--- src/rtl/uart_resp_trans.sv ---
// uart_resp_trans
// ---------------
// Serial UART transmitter that returns responses from the chip to host
// software. Three packet types are framed (8N1, LSB first):
//   ACK    = {ACK_BYTE}
//   RESEND = {NAK_BYTE}
//   RESULT = {RES_BYTE, label, RES_BYTE ^ label}, sent back to back
// Requests are latched as pending flags and arbitrated only between packets
// (RESEND > ACK > RESULT). Host flow control (USB_RTS) is honoured only at
// byte boundaries; a byte that has started always completes.
//
// Ports
//   uart_sampling_clk  in   sole clock, OVERSAMPLE cycles per serial bit
//   rst                in   asynchronous, active-low reset
//   ack                in   single-cycle pulse: queue an ACK packet
//   resend             in   single-cycle pulse: queue a RESEND packet
//   result_valid       in   result_label is valid
//   result_label[7:0]  in   classified digit label
//   result_ready       out  result buffer empty, a result can be accepted
//   USB_RTS            in   high = host can receive
//   USB_TX             out  serial line, idles high
//   busy               out  a byte is being shifted or a packet is in progress
module uart_resp_trans #(
  parameter int unsigned OVERSAMPLE = 16,
  parameter logic [7:0]  ACK_BYTE   = 8'h06,
  parameter logic [7:0]  NAK_BYTE   = 8'h15,
  parameter logic [7:0]  RES_BYTE   = 8'h52
) (
  input  logic       uart_sampling_clk,
  input  logic       rst,
  input  logic       ack,
  input  logic       resend,
  input  logic       result_valid,
  input  logic [7:0] result_label,
  output logic       result_ready,
  input  logic       USB_RTS,
  output logic       USB_TX,
  output logic       busy
);

  localparam logic [7:0] OS_LAST = 8'(OVERSAMPLE - 1);

  typedef enum logic [1:0] {
    S_IDLE  = 2'd0,
    S_START = 2'd1,
    S_DATA  = 2'd2,
    S_STOP  = 2'd3
  } state_e;

  // RESULT checksum: plain 8-bit XOR, no carry.
  function automatic logic [7:0] checksum(input logic [7:0] hdr, input logic [7:0] lbl);
    return hdr ^ lbl;
  endfunction

  state_e      state_q, state_d;
  logic [7:0]  cnt_q, cnt_d;            // cycle within the current bit
  logic [2:0]  bit_idx_q, bit_idx_d;    // data bit index 0..7
  logic [7:0]  shift_q, shift_d;        // bit 0 is the data bit on the line
  logic [1:0]  bytes_left_q, bytes_left_d;
  logic        pkt_res_q, pkt_res_d;    // current packet is a RESULT
  logic [7:0]  label_q, label_d;
  logic        ack_p_q, ack_p_d;
  logic        nak_p_q, nak_p_d;
  logic        res_p_q, res_p_d;
  logic        ready_q, ready_d;
  logic        tx_q, tx_d;
  logic        busy_q, busy_d;

  logic        cnt_end_s;
  logic        pending_s;
  logic        start_pkt_s;
  logic        accept_s;
  logic        pkt_done_s;
  logic        sel_nak_s;
  logic        sel_ack_s;
  logic        sel_res_s;
  logic [7:0]  next_byte_s;

  assign cnt_end_s   = (cnt_q == OS_LAST);
  assign pending_s   = ack_p_q | nak_p_q | res_p_q;
  assign start_pkt_s = (state_q == S_IDLE) && pending_s && USB_RTS;
  assign accept_s    = result_valid && ready_q;
  assign pkt_done_s  = (state_q == S_STOP) && cnt_end_s && (bytes_left_q == 2'd0);

  // Fixed priority between pending packets.
  assign sel_nak_s = nak_p_q;
  assign sel_ack_s = !nak_p_q && ack_p_q;
  assign sel_res_s = !nak_p_q && !ack_p_q && res_p_q;

  // Only RESULT packets have follow-on bytes: label, then checksum.
  assign next_byte_s = (bytes_left_q == 2'd2) ? label_q : checksum(RES_BYTE, label_q);

  assign USB_TX       = tx_q;
  assign busy         = busy_q;
  assign result_ready = ready_q;

  // Frame state register.
  always_ff @(posedge uart_sampling_clk or negedge rst) begin
    if (!rst) begin
      state_q <= S_IDLE;
    end else begin
      state_q <= state_d;
    end
  end

  // Frame next-state logic.
  always_comb begin
    state_d = state_q;
    case (state_q)
      S_IDLE: begin
        if (start_pkt_s) state_d = S_START;
        else             state_d = S_IDLE;
      end
      S_START: begin
        if (cnt_end_s) state_d = S_DATA;
        else           state_d = S_START;
      end
      S_DATA: begin
        if (cnt_end_s && (bit_idx_q == 3'd7)) state_d = S_STOP;
        else                                  state_d = S_DATA;
      end
      S_STOP: begin
        // With bytes remaining and RTS low, stay in STOP holding the line high.
        if (pkt_done_s)                  state_d = S_IDLE;
        else if (cnt_end_s && USB_RTS)   state_d = S_START;
        else                             state_d = S_STOP;
      end
      default: state_d = S_IDLE;
    endcase
  end

  // Serialiser datapath and next values of the registered line outputs.
  always_comb begin
    cnt_d        = cnt_q;
    bit_idx_d    = bit_idx_q;
    shift_d      = shift_q;
    bytes_left_d = bytes_left_q;
    pkt_res_d    = pkt_res_q;
    tx_d         = tx_q;
    busy_d       = busy_q;
    case (state_q)
      S_IDLE: begin
        cnt_d     = 8'd0;
        bit_idx_d = 3'd0;
        if (start_pkt_s) begin
          tx_d   = 1'b0;
          busy_d = 1'b1;
          if (sel_nak_s) begin
            shift_d      = NAK_BYTE;
            bytes_left_d = 2'd0;
            pkt_res_d    = 1'b0;
          end else if (sel_ack_s) begin
            shift_d      = ACK_BYTE;
            bytes_left_d = 2'd0;
            pkt_res_d    = 1'b0;
          end else begin
            shift_d      = RES_BYTE;
            bytes_left_d = 2'd2;
            pkt_res_d    = 1'b1;
          end
        end else begin
          tx_d   = 1'b1;
          busy_d = 1'b0;
        end
      end
      S_START: begin
        if (cnt_end_s) begin
          cnt_d     = 8'd0;
          bit_idx_d = 3'd0;
          tx_d      = shift_q[0];
        end else begin
          cnt_d = cnt_q + 8'd1;
        end
      end
      S_DATA: begin
        if (cnt_end_s) begin
          cnt_d = 8'd0;
          if (bit_idx_q == 3'd7) begin
            tx_d = 1'b1;
          end else begin
            tx_d      = shift_q[1];
            shift_d   = {1'b0, shift_q[7:1]};
            bit_idx_d = bit_idx_q + 3'd1;
          end
        end else begin
          cnt_d = cnt_q + 8'd1;
        end
      end
      S_STOP: begin
        if (pkt_done_s) begin
          cnt_d     = 8'd0;
          tx_d      = 1'b1;
          busy_d    = 1'b0;
          pkt_res_d = 1'b0;
        end else if (cnt_end_s) begin
          if (USB_RTS) begin
            cnt_d        = 8'd0;
            tx_d         = 1'b0;
            shift_d      = next_byte_s;
            bytes_left_d = bytes_left_q - 2'd1;
          end else begin
            // Stall: counter parked at the end of the stop bit.
            tx_d = 1'b1;
          end
        end else begin
          tx_d  = 1'b1;
          cnt_d = cnt_q + 8'd1;
        end
      end
      default: begin
        cnt_d  = 8'd0;
        tx_d   = 1'b1;
        busy_d = 1'b0;
      end
    endcase
  end

  // Pending flags, result buffer and handshake.
  always_comb begin
    // A pulse arriving on the edge its packet is loaded merges into that packet.
    if (start_pkt_s && sel_nak_s) nak_p_d = 1'b0;
    else                          nak_p_d = nak_p_q | resend;

    if (start_pkt_s && sel_ack_s) ack_p_d = 1'b0;
    else                          ack_p_d = ack_p_q | ack;

    if (start_pkt_s && sel_res_s) res_p_d = 1'b0;
    else                          res_p_d = res_p_q | accept_s;

    if (accept_s) label_d = result_label;
    else          label_d = label_q;

    // The buffer stays full until the RESULT packet has fully left the line.
    if (accept_s)                     ready_d = 1'b0;
    else if (pkt_done_s && pkt_res_q) ready_d = 1'b1;
    else                              ready_d = ready_q;
  end

  // Datapath, flag and output registers.
  always_ff @(posedge uart_sampling_clk or negedge rst) begin
    if (!rst) begin
      cnt_q        <= 8'd0;
      bit_idx_q    <= 3'd0;
      shift_q      <= 8'd0;
      bytes_left_q <= 2'd0;
      pkt_res_q    <= 1'b0;
      label_q      <= 8'd0;
      ack_p_q      <= 1'b0;
      nak_p_q      <= 1'b0;
      res_p_q      <= 1'b0;
      ready_q      <= 1'b1;
      tx_q         <= 1'b1;
      busy_q       <= 1'b0;
    end else begin
      cnt_q        <= cnt_d;
      bit_idx_q    <= bit_idx_d;
      shift_q      <= shift_d;
      bytes_left_q <= bytes_left_d;
      pkt_res_q    <= pkt_res_d;
      label_q      <= label_d;
      ack_p_q      <= ack_p_d;
      nak_p_q      <= nak_p_d;
      res_p_q      <= res_p_d;
      ready_q      <= ready_d;
      tx_q         <= tx_d;
      busy_q       <= busy_d;
    end
  end

endmodule

--- config.mk ---
export PLATFORM = sky130hd
export DESIGN_NAME = uart_resp_trans
export DESIGN_NICKNAME = d
export VERILOG_FILES = /design/src/rtl/uart_resp_trans.sv
export SDC_FILE = /design/constraint.sdc
export NUM_CORES = 1
export LEC_CHECK = 0
export ABC_CLOCK_PERIOD_IN_PS = 4300
export BUFFER_PORTS_ARGS = -buffer_cell sky130_fd_sc_hd__buf_4
export CAP_MARGIN = 20
export CORE_UTILIZATION = 45
export DETAILED_ROUTE_END_ITERATION = 8
export GPL_ROUTABILITY_DRIVEN = 0
export PLACE_DENSITY_LB_ADDON = 0.1
export RECOVER_POWER = 25
export SLEW_MARGIN = 0
export SYNTH_ARGS = -nofsm -noshare
export SYNTH_HDL_FRONTEND = slang
export SYNTH_SLANG_ARGS = --single-unit
--- constraint.sdc ---
create_clock -name uart_sampling_clk -period 4.3 [get_ports uart_sampling_clk]
set_input_delay 0.43 -clock uart_sampling_clk [delete_from_list [all_inputs] [get_ports uart_sampling_clk]]
set_output_delay 0.43 -clock uart_sampling_clk [all_outputs]
set_load 0.01 [all_outputs]
==> results.py, run 1 <==
metrics = {
    "power": {
        "power_report.internal_total_mw": 0.494,
        "power_spent_charging_and_discharging_nets_mw": 0.135,
        "netSwitchingFraction": 0.214,
        "p_seq_frac": 0.569,
        "power_density_nw_per_um2": 272,
        "max_vdd_drop_mv": 0.145,
        "share_clk_of_total_power": 0.406,
        "cell_leakage_power_nw": 1.05,
        "comb_power_share": 0.026,
    },
    "timing": {
        "rsz_0062_raised_after_global_routing": "no",
        "max_freq_mhz": 459,
        "min_period_over_period": 0.507,
        "finalSetupTns_ps": 0,
        "report.final.slew_viol_count": 39,
        "final.setup.worst_slack_ps": 2120,
        "post-route-min-period_ps": 2180,
        "report.final.hold_viol_count": 0,
        "final.hold.worst_slack_ps": 364,
        "final.setup_skew_ps": 8.13,
        "timing_worst_slew_pin_value_ps": 2020,
        "maxSlewHeadroom": -0.349,
        "setup_viol": 0,
    },
    "route": {
        "drt_drc_violations_left": 0,
        "wl_per_cell_um": 15.8,
        "drtIter0Drc": 91,
        "drt_first_pass_iters": 4,
        "detail_route.vias_per_cell": 5.76,
        "vias": 1532,
        "drtAntennaViolNets": 0,
        "routed_wl_um": 4220,
    },
    "synth": {
        "synth_sequential_area_ratio": 0.462,
        "postSynthAreaPerCell_um2": 10.5,
        "synth.distinct_cells": 41,
        "synthFlopType": "sky130_fd_sc_hd__dfrtp_1",
        "synth_mux_area_frac": 0.104,
        "synth-async-reset-ratio": 1.00,
        "main_combinational_cell_family_by_area_after_synthesis": "compound AO/OA/AOI/OAI gates",
        "yosysWarnings": 0,
        "synth_compound_gate_area_share": 0.164,
        "post_synth_xor_area_fraction": 0.0297,
        "synth_cells": 196,
        "synth_simple_gate_area_share": 0.146,
        "mappedNetlistNets": 221,
        "ys_ff_latch": 38,
        "synth_fa_ha_area_frac": 0.0667,
        "synth_edf_count": 0,
        "syn-cell-area_um2": 2060,
    },
    "setup_path": {
        "reg2reg_slack_ps": 2120,
        "worstRegToRegCells": 5,
        "worst_r2r_startpoint": "state_q[0]",
        "worst_setup_path_end_kind": "flop",
        "worstSetupStartpointType": "flop",
        "worstPathArrival_ps": 2390,
        "critical_path.reg2reg.endpoint": "cnt_q[4]",
        "path_class": "flop to flop",
        "required_ps": 4510,
        "worstPathMaxFanout": 23,
    },
    "global_routing": {
        "initial_antenna_violation_count": 0,
        "groute.layer.met1.usage": 0.279,
        "number_of_global_route_vias_before_repair": 1542,
        "groute.layer.met3.usage": 0.0480,
        "overall_track_demand_over_capacity_in_global_routing": 0.196,
        "grt-ovfl-total": 0,
        "top_usage_layer": "met2",
        "wire_length_of_the_first_global_routing_pass_um": 7460,
        "maximum_number_of_pins_on_one_net_before_global_route_repair": 39,
        "use_met2": 0.289,
    },
    "placement": {
        "detailed_place_hpwl_um": 3000,
        "dpl_cell_area_um2": 2230,
        "numPortBuffers": 16,
        "placement.setup.worst_slack_ps": 2120,
    },
    "final_layout": {
        "fin_nets": 238,
        "layout-area-overhead-vs-synth_pct": 12.1,
        "post-route-util": 0.528,
        "area.sequential_um2": 953,
        "area_used_by_multi_input_combinational_logic_um2": 1050,
        "filler_cell_count": 380,
        "stdcell_area_um2": 2310,
        "drive_gt1_frac": 0.220,
        "insertedDiodeCount": 0,
    },
    "clock_network": {
        "htree_levels": 2,
        "cts-hold-fix-buffers": 0,
        "max-clock-path-buffers": 2,
        "worst_setup_hold_path_clk_slew_ps": 70,
        "root_buffer": "sky130_fd_sc_hd__clkbuf_8",
        "postCtsSetupRepairBufs": 0,
        "cts_tree": "done",
        "post_cts.resized_instances": 0,
        "cts_made_buffers": 5,
        "clkSinkCount": 38,
        "worstSkewPairLatency_ps": 290,
    },
    "floorplan": {
        "num_io_pins": 17,
        "initial_utilization": 0.471,
        "floorplan.core_area_um2": 4380,
        "num_rows": 24,
        "die_w_um": 69.7,
        "die_height_um": 69.7,
        "die_area_um2": 4860,
    },
    "run_status": {
        "failed_checks": "capacitance limit, slew limit",
        "status": "complete, but fails checks",
    },
    "min_path": {
        "worst_hold_path.endpoint": "label_q[6]",
        "hold_path.startpoint": "result_label[6]",
        "type_of_the_most_critical_hold_path": "input pin to flop",
        "whs_path_depth": 2,
    },
    "flow_run": {
        "timing.max_cap.violations": 1,
    },
}
[state kept, by name (all words and copies together), names as in the netlist, 2 cells and up]
signal        cells
label_q           8
state_q           2
bit_idx_q         3
shift_q           8
bytes_left_q      2
cnt_q             8
[power groups by stage]
| stage | sequential (mW) | combinational (mW) | clock, mW |
|---|---|---|---|
| final | 0.357 | 0.0162 | 0.255 |
| after global routing | 0.357 | 0.0187 | 0.281 |
| after CTS | 0.357 | 0.0176 | 0.264 |
| after detailed placement | 0.364 | 0.0175 | 0 |
| after global placement | 0.364 | 0.0171 | 0 |
| after floorplan | 0.364 | 0.000117 | 0 |
[layer usage]
layer | up-vias | part of all wire
met1 | 746 | 0.51
met3 | 6 | 0.046
met4 | 0 | 0.014
met5 | - | 0
met2 | 34 | 0.43
li1 | 746 | -
[final cells by class]
cell class / count / share of cell area
Inverter: 9 / 0.0146
Sequential cell: 38 / 0.412
Timing Repair Buffer: 16 / 0.0503
Multi-Input combinational cell: 143 / 0.455
Clock inverter: 1 / 0.00216
Tap cell: 52 / 0.0281
Clock buffer: 7 / 0.0373
[worst max-delay path by stage]
stage / start / slack [ps] / cells after the start / endpoint
after floorplan: state_q[0] / 2420 / 7 / shift_q[6]
after global placement: state_q[0] / 2220 / 5 / shift_q[5]
after detailed placement: state_q[1] / 2120 / 5 / cnt_q[4]
after CTS: state_q[1] / 2090 / 5 / cnt_q[4]
after global routing: state_q[0] / 1840 / 5 / cnt_q[1]
final: state_q[0] / 2120 / 5 / cnt_q[4]
[cells in the final DEF, fill, tap and decap left out, drive strengths merged, types with 4 or more instances in the layout]
cell    netlist  layout
dfrtp        36      36
nor2         19      19
mux2         17      17
o21ai        16      16
buf           0      15
nand2        14      14
ha           11      11
a21oi        10      10
inv           9       9
clkbuf        6       8
nor3          5       5
xnor2         5       5
nand3         5       5
a31oi         4       4
a22o          4       4
[cell usage after synthesis, types with 2 or more instances]
cell / count / share of area
sky130_fd_sc_hd__a21oi_1: 10 / 0.024
sky130_fd_sc_hd__o21ai_0: 16 / 0.039
sky130_fd_sc_hd__ha_1: 11 / 0.067
sky130_fd_sc_hd__dfrtp_1: 36 / 0.44
sky130_fd_sc_hd__nor3b_1: 2 / 0.0073
sky130_fd_sc_hd__a22o_1: 4 / 0.017
sky130_fd_sc_hd__xnor2_1: 5 / 0.021
sky130_fd_sc_hd__nor4_1: 2 / 0.0061
sky130_fd_sc_hd__a221o_1: 3 / 0.015
sky130_fd_sc_hd__dfstp_2: 2 / 0.025
sky130_fd_sc_hd__mux2_2: 16 / 0.087
sky130_fd_sc_hd__nand2_1: 14 / 0.025
sky130_fd_sc_hd__nor2_1: 19 / 0.035
sky130_fd_sc_hd__a31oi_1: 4 / 0.012
sky130_fd_sc_hd__xor2_1: 2 / 0.0085
sky130_fd_sc_hd__mux2i_1: 2 / 0.0097
sky130_fd_sc_hd__nor3_1: 5 / 0.012
sky130_fd_sc_hd__nor2b_1: 2 / 0.0061
sky130_fd_sc_hd__clkbuf_1: 6 / 0.011
sky130_fd_sc_hd__a41oi_1: 2 / 0.0085
sky130_fd_sc_hd__inv_1: 9 / 0.016
sky130_fd_sc_hd__nand3_1: 5 / 0.012
[critical path, stage by stage (launching register included)]
cell	delay, ps
sky130_fd_sc_hd__dfrtp_1	400
sky130_fd_sc_hd__ha_1	720
sky130_fd_sc_hd__nor3b_1	380
sky130_fd_sc_hd__and3_1	310
sky130_fd_sc_hd__a21oi_1	130
sky130_fd_sc_hd__a21oi_1	150
[kinds of logic after synthesis]
group | Yosys count
muxes | 19
AOI/OAI and AO/OA | 48
DFF | 38
adders and majority gates | 11
xor gates and xnor gates | 7
and+or+nand+nor | 58
buffers and inverters | 15
[per-stage QoR]
stage | cells | total power, mW
final | 266 | 0.628
after CTS | 266 | 0.639
after detailed placement | 258 | 0.382
after global placement | 258 | 0.381
after floorplan | 196 | 0.364
after global routing | 266 | 0.657
Note: power is estimated with default switching activity, not from simulation.
==> run 2: changes to the inputs <==
--- a/config.mk
+++ b/config.mk
@@ -5,7 +5,7 @@
 export SDC_FILE = /design/constraint.sdc
 export NUM_CORES = 1
 export LEC_CHECK = 0
-export ABC_CLOCK_PERIOD_IN_PS = 4300
+export ABC_CLOCK_PERIOD_IN_PS = 1930
 export BUFFER_PORTS_ARGS = -buffer_cell sky130_fd_sc_hd__buf_4
 export CAP_MARGIN = 20
 export CORE_UTILIZATION = 45
==> constraint.sdc (replaced) <==
create_clock -name uart_sampling_clk -period 1.93 [get_ports uart_sampling_clk]
set_input_delay 0.193 -clock uart_sampling_clk [delete_from_list [all_inputs] [get_ports uart_sampling_clk]]
set_output_delay 0.193 -clock uart_sampling_clk [all_outputs]
set_load 0.01 [all_outputs]
==> results.py, run 2 (same netlist as run 1, synthesis figures left out) <==
metrics = {
    "run_status": {
        "status": "complete, no violations",
    },
    "global_routing": {
        "wire_length_of_the_first_global_routing_pass_um": 7740,
        "number_of_global_route_vias_before_repair": 1629,
        "grt-ovfl-total": 0,
        "maximum_number_of_pins_on_one_net_before_global_route_repair": 39,
        "initial_antenna_violation_count": 0,
        "overall_track_demand_over_capacity_in_global_routing": 0.206,
    },
    "floorplan": {
        "die_w_um": 69.7,
        "floorplan.core_area_um2": 4380,
        "num_io_pins": 17,
        "die_height_um": 69.7,
        "num_rows": 24,
        "die_area_um2": 4860,
        "initial_utilization": 0.471,
    },
    "setup_path": {
        "critPathTopFamily": "simple AND/OR/NAND/NOR gates",
        "critical_path.reg2reg.endpoint": "cnt_q[4]",
        "worst_r2r_startpoint": "cnt_q[1]",
        "worstSetupStartpointType": "flop",
        "cp_slowest_stage_delay_ps": 420,
        "worst_setup_path_end_kind": "flop",
        "timing.critical_path.cells": "ha_1, buf_4, and4b_1, and3_2, or3_2, a21oi_1",
        "slowest_stage_cell_on_the_critical_path": "sky130_fd_sc_hd__dfrtp_1",
        "path_class": "flop to flop",
        "timing.critical_path.from": "cnt_q[1]",
        "worst-path-stages": 6,
        "worst-path-buf-inv": 1,
        "endpoint": "cnt_q[4]",
        "reg2reg_slack_ps": 60,
        "worstPathArrival_ps": 2090,
        "worstRegToRegCells": 6,
        "required_ps": 2150,
        "worstPathMaxFanout": 6,
    },
    "route": {
        "drtIter0Drc": 65,
        "drt_first_pass_iters": 4,
        "wl_per_cell_um": 15.7,
        "detail_route.vias_per_cell": 5.61,
        "vias": 1622,
        "drt_drc_violations_left": 0,
        "routed_wl_um": 4550,
        "drtAntennaViolNets": 0,
    },
    "timing": {
        "final.setup_skew_ps": 8.08,
        "finalSetupTns_ps": 0,
        "report.final.hold_viol_count": 0,
        "setup_viol": 0,
        "timing_worst_slew_pin_value_ps": 927,
        "final.hold.worst_slack_ps": 120,
        "maxSlewHeadroom": 0.382,
        "min_period_over_period": 0.968,
        "report.final.slew_viol_count": 0,
        "max_freq_mhz": 535,
        "post-route-min-period_ps": 1870,
    },
    "flow_run": {
        "timing.max_cap.violations": 0,
    },
    "final_layout": {
        "layout-area-overhead-vs-synth_pct": 22.0,
        "post-route-util": 0.574,
        "stdcell_area_um2": 2520,
        "largestRegisters": "cnt_q: 8 flops, label_q: 8 flops, shift_q: 8 flops",
        "layout.cells.most_common": "sky130_fd_sc_hd__buf_4",
        "fin_nets": 261,
        "drive_gt1_frac": 0.316,
        "insertedDiodeCount": 0,
        "filler_cell_count": 387,
        "layout.cells.most_common_list": "sky130_fd_sc_hd__buf_4, sky130_fd_sc_hd__dfrtp_1, sky130_fd_sc_hd__nor2_1",
    },
    "power": {
        "power_report.internal_total_mw": 1.10,
        "p_seq_frac": 0.564,
        "cell_leakage_power_nw": 1.16,
        "power_spent_charging_and_discharging_nets_mw": 0.312,
        "share_clk_of_total_power": 0.410,
        "comb_power_share": 0.027,
        "power_density_nw_per_um2": 561,
        "netSwitchingFraction": 0.221,
        "max_vdd_drop_mv": 0.275,
    },
    "clock_network": {
        "cts_tree": "done",
        "clkSinkCount": 38,
        "max-clock-path-buffers": 2,
        "root_buffer": "sky130_fd_sc_hd__clkbuf_8",
        "cts_made_buffers": 5,
        "htree_levels": 2,
        "worst_setup_hold_path_clk_slew_ps": 80,
        "worstSkewPairLatency_ps": 300,
    },
    "placement": {
        "detailed_place_hpwl_um": 3390,
        "numPortBuffers": 16,
        "dpl_cell_area_um2": 2370,
    },
    "min_path": {
        "type_of_the_most_critical_hold_path": "input pin to flop",
    },
}
## run 2: per-stage QoR
| step | power, mW | instances | setup WS [ps] |
|---|---|---|---|
| 6_report | 1.41 | 289 | 62.5 |
| 3_5_place_dp | 0.850 | 277 | -22.9 |
| 4_1_cts | 1.44 | 286 | 8.98 |
| 3_3_place_gp | 0.849 | 277 | 74.8 |
| 5_1_grt | 1.48 | 289 | -10.3 |
| 2_1_floorplan | 0.812 | 196 | 54.9 |
## run 2: how the worst min path moves through the flow
stage	from	endpoint	slack [ps]	depth (start not counted)
2_1_floorplan	rst	ack_p_q	-100	0
3_3_place_gp	rst	state_q[1]	180	1
3_5_place_dp	rst	state_q[0]	190	1
4_1_cts	result_label[7]	label_q[7]	110	2
5_1_grt	result_label[4]	label_q[4]	110	2
6_report	result_label[0]	label_q[0]	120	2
## run 2: timing repair
item                       in CTS  in global routing
setup endpoints to repair       7                 16
hold buffers                    1                  0
setup buffers                   0                  3
pin swaps                       1                  3
gates resized for setup         1                  4
hold endpoints to repair       36                  0
## run 2: worst reg2reg max path, cell delays in order (launching register included)
cell and delay, ps:
sky130_fd_sc_hd__dfrtp_1 420, sky130_fd_sc_hd__ha_1 210, sky130_fd_sc_hd__buf_4 150, sky130_fd_sc_hd__and4b_1 240, sky130_fd_sc_hd__and3_2 230, sky130_fd_sc_hd__or3_2 410, sky130_fd_sc_hd__a21oi_1 140
## run 2: layer usage
metal | track usage | routed length [um] | up-vias
met1 | 0.274 | 2170 | 780
met3 | 0.0538 | 199 | 9
met5 | 0 | 0 | -
met2 | 0.319 | 2080 | 39
li1 | - | - | 794
met4 | 0.0822 | 92 | 0
## run 2: layout make-up
type | instances | area, um2 | share of cell area
clock buffers | 6 | 82.6 | 0.0328
well taps | 52 | 65.1 | 0.0259
inverters | 9 | 33.8 | 0.0134
clock inverters | 2 | 12.5 | 0.00497
multi-input cells | 143 | 1080 | 0.428
repair buffers | 39 | 293 | 0.116
flip-flops and latches | 38 | 953 | 0.379
## run 2: power groups by stage
| stage | combinational (mW) | sequential [mW] | clock (mW) |
|---|---|---|---|
| finish | 0.0379 | 0.796 | 0.578 |
| global route | 0.0429 | 0.796 | 0.640 |
| CTS | 0.0405 | 0.796 | 0.599 |
| detailed placement | 0.0388 | 0.811 | 0 |
| global placement | 0.0376 | 0.811 | 0 |
| floorplan | 0.000261 | 0.812 | 0 |
==> run 3: changes to the inputs <==
--- a/config.mk
+++ b/config.mk
@@ -11,8 +11,10 @@
 export CORE_UTILIZATION = 45
 export DETAILED_ROUTE_END_ITERATION = 8
 export GPL_ROUTABILITY_DRIVEN = 0
+export HOLD_SLACK_MARGIN = 0.1
 export PLACE_DENSITY_LB_ADDON = 0.1
 export RECOVER_POWER = 25
+export REMOVE_ABC_BUFFERS = 1
 export SLEW_MARGIN = 0
 export SYNTH_ARGS = -nofsm -noshare
 export SYNTH_HDL_FRONTEND = slang
==> constraint.sdc (replaced) <==
create_clock -name uart_sampling_clk -period 1.93 [get_ports uart_sampling_clk]
set_input_delay 0.193 -clock uart_sampling_clk [delete_from_list [all_inputs] [get_ports uart_sampling_clk]]
set_output_delay 0.193 -clock uart_sampling_clk [all_outputs]
set_load 0.005 [all_outputs]
==> results.py, run 3 (same netlist as run 1, synthesis figures left out) <==
metrics = {
    "power": {
        "share_clk_of_total_power": 0.390,
        "comb_power_share": 0.028,
        "max_vdd_drop_mv": 0.326,
        "cell_leakage_power_nw": 1.16,
        "netSwitchingFraction": 0.222,
        "power_report.internal_total_mw": 1.06,
        "p_seq_frac": 0.582,
        "power_spent_charging_and_discharging_nets_mw": 0.304,
        "power_density_nw_per_um2": 546,
    },
    "floorplan": {
        "num_rows": 24,
        "floorplan.core_area_um2": 4380,
        "die_height_um": 69.7,
        "num_io_pins": 17,
        "die_w_um": 69.7,
        "initial_utilization": 0.471,
        "die_area_um2": 4860,
    },
    "final_layout": {
        "post-route-util": 0.571,
        "fin_nets": 260,
        "insertedDiodeCount": 0,
        "layout-area-overhead-vs-synth_pct": 21.4,
        "layout.cells.most_common": "sky130_fd_sc_hd__dfrtp_1",
        "drive_gt1_frac": 0.301,
        "layout.cells.most_common_list": "sky130_fd_sc_hd__dfrtp_1, sky130_fd_sc_hd__buf_4, sky130_fd_sc_hd__nor2_1",
        "largestRegisters": "cnt_q: 8 flops, label_q: 8 flops, shift_q: 8 flops",
    },
    "setup_path": {
        "worstSetupStartpointType": "flop",
        "worstPathArrival_ps": 2090,
        "timing.critical_path.cells": "ha_1, buf_4, and4b_1, and3_1, or3_2, a21oi_1",
        "slowest_stage_cell_on_the_critical_path": "sky130_fd_sc_hd__or3_2",
        "cp_slowest_stage_delay_ps": 430,
        "path_class": "flop to flop",
        "worstPathMaxFanout": 6,
        "worst_setup_path_end_kind": "flop",
        "required_ps": 2150,
    },
    "global_routing": {
        "initial_antenna_violation_count": 0,
        "wire_length_of_the_first_global_routing_pass_um": 7630,
        "number_of_global_route_vias_before_repair": 1577,
        "maximum_number_of_pins_on_one_net_before_global_route_repair": 39,
        "grt-ovfl-total": 0,
        "overall_track_demand_over_capacity_in_global_routing": 0.205,
    },
    "route": {
        "wl_per_cell_um": 16.4,
        "drtIter0Drc": 83,
        "drtAntennaViolNets": 0,
        "routed_wl_um": 4730,
        "drt_first_pass_iters": 4,
        "drt_drc_violations_left": 0,
        "vias": 1614,
        "detail_route.vias_per_cell": 5.60,
    },
    "flow_run": {
        "timing.max_cap.violations": 0,
    },
    "clock_network": {
        "worstSkewPairLatency_ps": 300,
        "htree_levels": 2,
        "root_buffer": "sky130_fd_sc_hd__clkbuf_8",
        "cts_tree": "done",
        "clkSinkCount": 38,
        "max-clock-path-buffers": 2,
        "cts_made_buffers": 5,
        "worst_setup_hold_path_clk_slew_ps": 70,
    },
    "timing": {
        "final.setup.worst_slack_ps": 52.7,
        "timing_worst_slew_pin_value_ps": 929,
        "setup_viol": 0,
        "final.setup_skew_ps": 10.6,
        "maxSlewHeadroom": 0.380,
        "final.hold.worst_slack_ps": 130,
        "max_freq_mhz": 533,
        "min_period_over_period": 0.973,
        "post-route-min-period_ps": 1880,
        "report.final.hold_viol_count": 0,
        "report.final.slew_viol_count": 0,
    },
    "placement": {
        "numPortBuffers": 16,
        "placement.setup.worst_slack_ps": -43.6,
        "detailed_place_hpwl_um": 3470,
    },
    "min_path": {
        "type_of_the_most_critical_hold_path": "input pin to flop",
    },
    "run_status": {
        "status": "complete, no violations",
    },
}
run 3: final cells by class:
class                      instances  area, um2
tap                               52       65.1
clock inverter                     2       10.0
fill                             393       1880
sequential                        38        953
multi-input combinational        143       1070
inverter                           9       33.8
timing repair buffer              38        298
clock buffer                       6       72.6
run 3: worst max-delay path: cells and delay by family, from the launching register on:
| kind | cells | cell delay (ps) |
|---|---|---|
| compound gates | 1 | 140 |
| fa+ha+maj | 1 | 210 |
| buf+inv | 1 | 150 |
| flops | 1 | 420 |
| simple gates | 3 | 880 |
run 3: routing by layer:
layer	vias up	track usage	wire, um
li1	789	-	-
met1	785	0.265	2190
met2	33	0.328	2300
met3	7	0.0407	150
met4	0	0.100	88
met5	-	0	0
run 3: timing repair:
item,CTS,global route
pin swaps,1,3
endpoints found under the hold margin,36,0
setup endpoints to repair,7,17
gates resized for setup,1,2
setup buffers,0,3
cloned,0,0
hold buffers,1,0
run 3: power by group through the flow:
stage                     Combinational, mW  Clock [mW]  Sequential [mW]
after floorplan                    0.000261           0            0.812
after global placement               0.0375           0            0.811
after detailed placement             0.0388           0            0.811
after CTS                            0.0408       0.548            0.796
after global routing                 0.0432       0.584            0.796
final                                0.0378       0.534            0.796
run 3: stage by stage:
step                power, mW  area [um2]  TNS (ps)  std cells
finish                   1.37        2500         0        288
global placement        0.849        2370         0        276
CTS                      1.38        2470         0        285
floorplan               0.812        2040         0        190
detailed placement      0.850        2370      -154        276
global route             1.42        2500     -15.8        288
run 3: path summary, 6_finish.rpt:
path / cells after the start / slack (ps) / startpoint / to
max in group asynchronous: 2 / 780 / rst / cnt_q[4]
max reg2reg: 6 / 50 / cnt_q[1] / cnt_q[4]
min reg2reg: 1 / 520 / shift_q[3] / shift_q[3]
max: 6 / 50 / cnt_q[1] / cnt_q[4]
min: 2 / 130 / result_label[5] / label_q[5]
min in group asynchronous: 2 / 560 / rst / shift_q[1]
